File: config.mk
export PLATFORM = sky130hd
export DESIGN_NAME = shift_rows_pipe
export DESIGN_NICKNAME = d
export VERILOG_FILES = /design/src/rtl/aes_pkg.sv /design/src/rtl/shift_rows_core.sv /design/src/rtl/shift_rows_pipe.sv
export SDC_FILE = /design/constraint.sdc
export NUM_CORES = 1
export LEC_CHECK = 0
export ABC_AREA = 0
export CORE_UTILIZATION = 44
export DETAILED_ROUTE_END_ITERATION = 8
export PLACE_DENSITY = 0.81
export SYNTH_ARGS = -nofsm -noshare
export SYNTH_HDL_FRONTEND = slang
export SYNTH_SLANG_ARGS = --single-unit
File: constraint.sdc
create_clock -name clk -period 1.9 [get_ports clk]
set_input_delay 0.19 -clock clk [delete_from_list [all_inputs] [get_ports clk]]
set_output_delay 0.19 -clock clk [all_outputs]
set_load 0.02 [all_outputs]
File: src/rtl/aes_pkg.sv
// Shared AES datapath definitions: mode encodings, byte type and the
// ShiftRows per-row offset table for Rijndael block widths.
package aes_pkg;

  typedef enum logic [1:0] {
    MODE_FWD = 2'b00,
    MODE_INV = 2'b01,
    MODE_BYP = 2'b10,
    MODE_RSV = 2'b11
  } mode_e;

  typedef logic [7:0] byte_t;

  // Rijndael offsets: rows 2 and 3 shift one extra column at NB=8.
  function automatic int unsigned shift_offset(input int unsigned nb, input int unsigned row);
    if (nb == 8 && row >= 2) return row + 1;
    return row;
  endfunction

endpackage

File: src/rtl/shift_rows_core.sv
// Combinational ShiftRows / InvShiftRows / bypass permutation for an NB-column state.
// Byte k of the state (column k/4, row k%4) sits at bits [8k:8k+7].
module shift_rows_core
  import aes_pkg::*;
#(
  parameter int unsigned NB = 4
) (
  input  logic [0:32*NB-1] Data_In,
  input  logic [1:0]       Mode,
  output logic [0:32*NB-1] Data_Out
);

  for (genvar c = 0; c < NB; c++) begin : g_col
    for (genvar r = 0; r < 4; r++) begin : g_row
      localparam int unsigned S   = shift_offset(NB, r);
      localparam int unsigned FWD = (c + S) % NB;
      localparam int unsigned INV = (c + NB - S) % NB;

      byte_t b_fwd, b_inv, b_same;

      assign b_fwd  = Data_In[8*(4*FWD+r) +: 8];
      assign b_inv  = Data_In[8*(4*INV+r) +: 8];
      assign b_same = Data_In[8*(4*c+r) +: 8];

      // Bypass and reserved modes both pass the byte straight through.
      assign Data_Out[8*(4*c+r) +: 8] = (Mode == MODE_FWD) ? b_fwd :
                                        (Mode == MODE_INV) ? b_inv : b_same;
    end
  end

endmodule

File: src/rtl/shift_rows_pipe.sv
// Registered valid/ready ShiftRows stage. Define SHIFT_ROWS_SKID_EN to add a
// 1-entry skid buffer so In_Ready becomes a pure register output.
module shift_rows_pipe
  import aes_pkg::*;
#(
  parameter int unsigned NB    = 4,
  parameter int unsigned TAG_W = 4
) (
  input  logic                 clk,
  input  logic                 rst_n,
  input  logic [0:32*NB-1]     Data_In,
  input  logic [1:0]           Mode,
  input  logic [TAG_W-1:0]     Tag_In,
  input  logic                 In_Valid,
  output logic                 In_Ready,
  output logic [0:32*NB-1]     Data_Out,
  output logic [TAG_W-1:0]     Tag_Out,
  output logic                 Out_Valid,
  input  logic                 Out_Ready,
  output logic                 Mode_Err
);

  if (NB != 4 && NB != 6 && NB != 8) begin : g_nb_check
    $error("shift_rows_pipe: NB must be 4, 6 or 8");
  end

  logic [0:32*NB-1] shifted;
  logic             mode_err_in;
  logic             accept;
  logic             load_main;

  logic             src_valid;
  logic [0:32*NB-1] src_data;
  logic [TAG_W-1:0] src_tag;
  logic             src_err;

  shift_rows_core #(.NB(NB)) u_core (
    .Data_In  (Data_In),
    .Mode     (Mode),
    .Data_Out (shifted)
  );

  assign mode_err_in = (Mode == MODE_RSV);
  assign accept      = In_Valid && In_Ready;
  assign load_main   = !Out_Valid || Out_Ready;

`ifdef SHIFT_ROWS_SKID_EN
  logic             skid_valid;
  logic [0:32*NB-1] skid_data;
  logic [TAG_W-1:0] skid_tag;
  logic             skid_err;

  assign In_Ready = !skid_valid;

  // Skid only fills when the main register is held; it empties on the next drain.
  always_ff @(posedge clk or negedge rst_n) begin
    if (!rst_n) begin
      skid_valid <= 1'b0;
      skid_data  <= '0;
      skid_tag   <= '0;
      skid_err   <= 1'b0;
    end else if (load_main) begin
      skid_valid <= 1'b0;
    end else if (accept) begin
      skid_valid <= 1'b1;
      skid_data  <= shifted;
      skid_tag   <= Tag_In;
      skid_err   <= mode_err_in;
    end
  end

  always_comb begin
    src_valid = skid_valid || accept;
    src_data  = shifted;
    src_tag   = Tag_In;
    src_err   = mode_err_in;
    if (skid_valid) begin
      src_data = skid_data;
      src_tag  = skid_tag;
      src_err  = skid_err;
    end
  end
`else
  assign In_Ready = load_main;

  always_comb begin
    src_valid = accept;
    src_data  = shifted;
    src_tag   = Tag_In;
    src_err   = mode_err_in;
  end
`endif

  always_ff @(posedge clk or negedge rst_n) begin
    if (!rst_n) begin
      Out_Valid <= 1'b0;
      Data_Out  <= '0;
      Tag_Out   <= '0;
      Mode_Err  <= 1'b0;
    end else if (load_main) begin
      Out_Valid <= src_valid;
      if (src_valid) begin
        Data_Out <= src_data;
        Tag_Out  <= src_tag;
        Mode_Err <= src_err;
      end
    end
  end

endmodule

==> flow_summary.json <==
{
  "ys_ff_latch": 134,
  "place_congestion": 0.8021,
  "synth_flop_cell": "dfrtp_1",
  "leakage_nw": 4.365,
  "start_kind": "flop",
  "dp_hpwl_um": 13160,
  "num_vias": 5030,
  "instances_no_fill": 997,
  "antenna_found_initial": 0,
  "synth_edf_count": 0,
  "ys_seq_area_frac": 0.4782,
  "yosysWarnings": 0,
  "nets": 911,
  "core_area_mm2": 0.01537,
  "dp_cells": 964,
  "htreeDepth": 4,
  "post_drt_wl_per_cell_um": 17.95,
  "setup_viol": 0,
  "final_common_cell": "clkdlybuf4s50_1",
  "drive_gt1_frac": 0.2901,
  "cp-end-kind": "primary output",
  "slew_headroom": 0.6707,
  "rsz0062_at_grt": "false",
  "die_h_um": 128.2,
  "tightestPinTransition_ps": 494.0,
  "fp-row-count": 45,
  "drc": 0,
  "max_freq_ghz": 0.6151,
  "dieWidth_um": 128.2,
  "postSynthAreaPerCell_um2": 13.88,
  "root_buffer": "clkbuf_16",
  "cts_buffers": 17,
  "r2r-start": "Out_Valid",
  "clkLatencyLatePin_ps": 410,
  "netlist_area_mm2": 0.007012,
  "fill_cells": 1095,
  "finalPower_mw": 10.17,
  "min_path_type": "in2async",
  "crit_type": "reg2out",
  "area_delta_synth_final_pct": 50.91,
  "dieArea_mm2": 0.01644,
  "arrival_ps": 1440,
  "fin_setup_tns_ps": 0,
  "cts_tree": "yes",
  "drtIter0Drc": 172,
  "postPlaceCellArea_mm2": 0.009946,
  "start_util": 0.4562,
  "overflow": 0,
  "startpoint": "Out_Valid",
  "grt_use_total": 0.2230,
  "viasPerCell": 5.045,
  "syn_nets": 643,
  "vdd_drop_max_v": 0.0006123,
  "insertedDiodeCount": 0,
  "mostFrequentLayoutCells": "clkdlybuf4s50_1 (268), mux2_2 (145), dfrtp_1 (134), a21oi_1 (64), mux2_1 (49)",
  "clock_path_buffers": 2,
  "synth_cells": 505,
  "finalWirelength_um": 17890,
  "slew_viol_final": 0,
  "period_share": 0.8556,
  "ant_nets": 0,
  "cts.clk_slew.worst_paths_ps": 60,
  "grt_pass1_vias": 5408,
  "period_needed_ps": 1626,
  "ys_async_sr_fraction": 1.000,
  "multi_input_area_mm2": 0.003368,
  "drv_cap": 0,
  "hold_viol": 0,
  "design_area_mm2": 0.01058,
  "io_buffers": 272,
  "cts.sinks": 134,
  "fin_skew_ps": 6.554,
  "drt_first_pass_iters": 4,
  "cp_max_fo": 3,
  "status": "complete, no violations",
  "ff_latch_area_mm2": 0.003353,
  "io_pins": 273,
  "yosysUniqueCellTypes": 14,
  "required_ps": 1710,
  "grt_pass1_wl_um": 28300,
  "grt_max_degree": 58,
  "p_per_area_mw_per_mm2": 960.8
}
## stage by stage
stage                     worst slack (ps)    util  hold WS [ps]
final                                274.3  0.6884         291.9
after global routing                 186.4  0.6884         343.5
after CTS                            239.9  0.6884         299.0
after detailed placement             31.99  0.6470         171.7
after global placement               95.10  0.6470         166.4
after floorplan                      279.7       -        -105.6
## kinds of logic after synthesis
| family | count (synthesis) | synth area share |
|---|---|---|
| buffers and inverters | 42 | 0.04176 |
| and+or+nand+nor | 4 | 0.003570 |
| DFF | 134 | 0.4782 |
| AOI/OAI and AO/OA | 65 | 0.04640 |
| muxes | 260 | 0.4301 |
## state kept, by name, summed over array words and instances, names as in the netlist
signal     cells
Data_Out     128
Tag_Out        4
Mode_Err       1
Out_Valid      1
## report_power, final
part | total, mW | switching, mW | leakage, nW | internal [mW]
Clock | 3.46 | 1.16 | 0.300 | 2.30
Combinational | 3.10 | 1.38 | 2.52 | 1.72
Sequential | 3.61 | 0.285 | 1.55 | 3.33
## synthesized netlist by cell type, types with 2 or more instances
cell type	n	area, um^2
a21oi_1	64	320.3
buf_2	12	60.06
buf_6	16	180.2
clkbuf_1	13	48.80
dfrtp_1	134	3353
mux2_1	49	551.8
mux2_2	145	1633
mux2_4	34	510.5
mux2i_1	32	320.3
nand2b_1	2	12.51
## path summary, 6_finish.rpt
kind / to / slack [ps] / depth (start not counted)
min in group clk: Mode_Err / 330 / 4
setup / recovery: In_Ready / 270 / 3
max in group asynchronous: Data_Out[19] / 930 / 3
hold / removal: Data_Out[103] / 290 / 2
setup reg to reg: Tag_Out[2] / 320 / 4
hold reg to reg: Data_Out[90] / 500 / 1
## final cells by class
cell class              instances  share of cell area
clock buffers                  24             0.04552
well taps                     211             0.02495
inverters                       1           0.0003547
clock inverters                 8             0.01372
multi-input cells             329              0.3183
flip-flops and latches        134              0.3169
repair buffers                290              0.2802
## worst max-delay path: stages (launching register included)
cell and delay, ps:
dfrtp_1 410, nand2b_1 140, buf_4 130, dlygate4sd2_1 350
## per-layer routing
metal / global-route usage / wire length (um) / up-vias
met2: 0.3666 / 8727 / 183
li1: - / - / 2378
met1: 0.2655 / 7377 / 2436
met5: 0 / 0 / -
met3: 0.07095 / 1259 / 33
met4: 0.1038 / 527 / 0
## what timing repair did
item                                    4_1_cts  5_1_grt
hold endpoints to repair                     50        0
resized for setup                             1        0
endpoints found under the setup margin        1        0
setup buffers                                 0        0
hold buffers                                  1        0
Note: power is estimated with default switching activity, not from simulation.
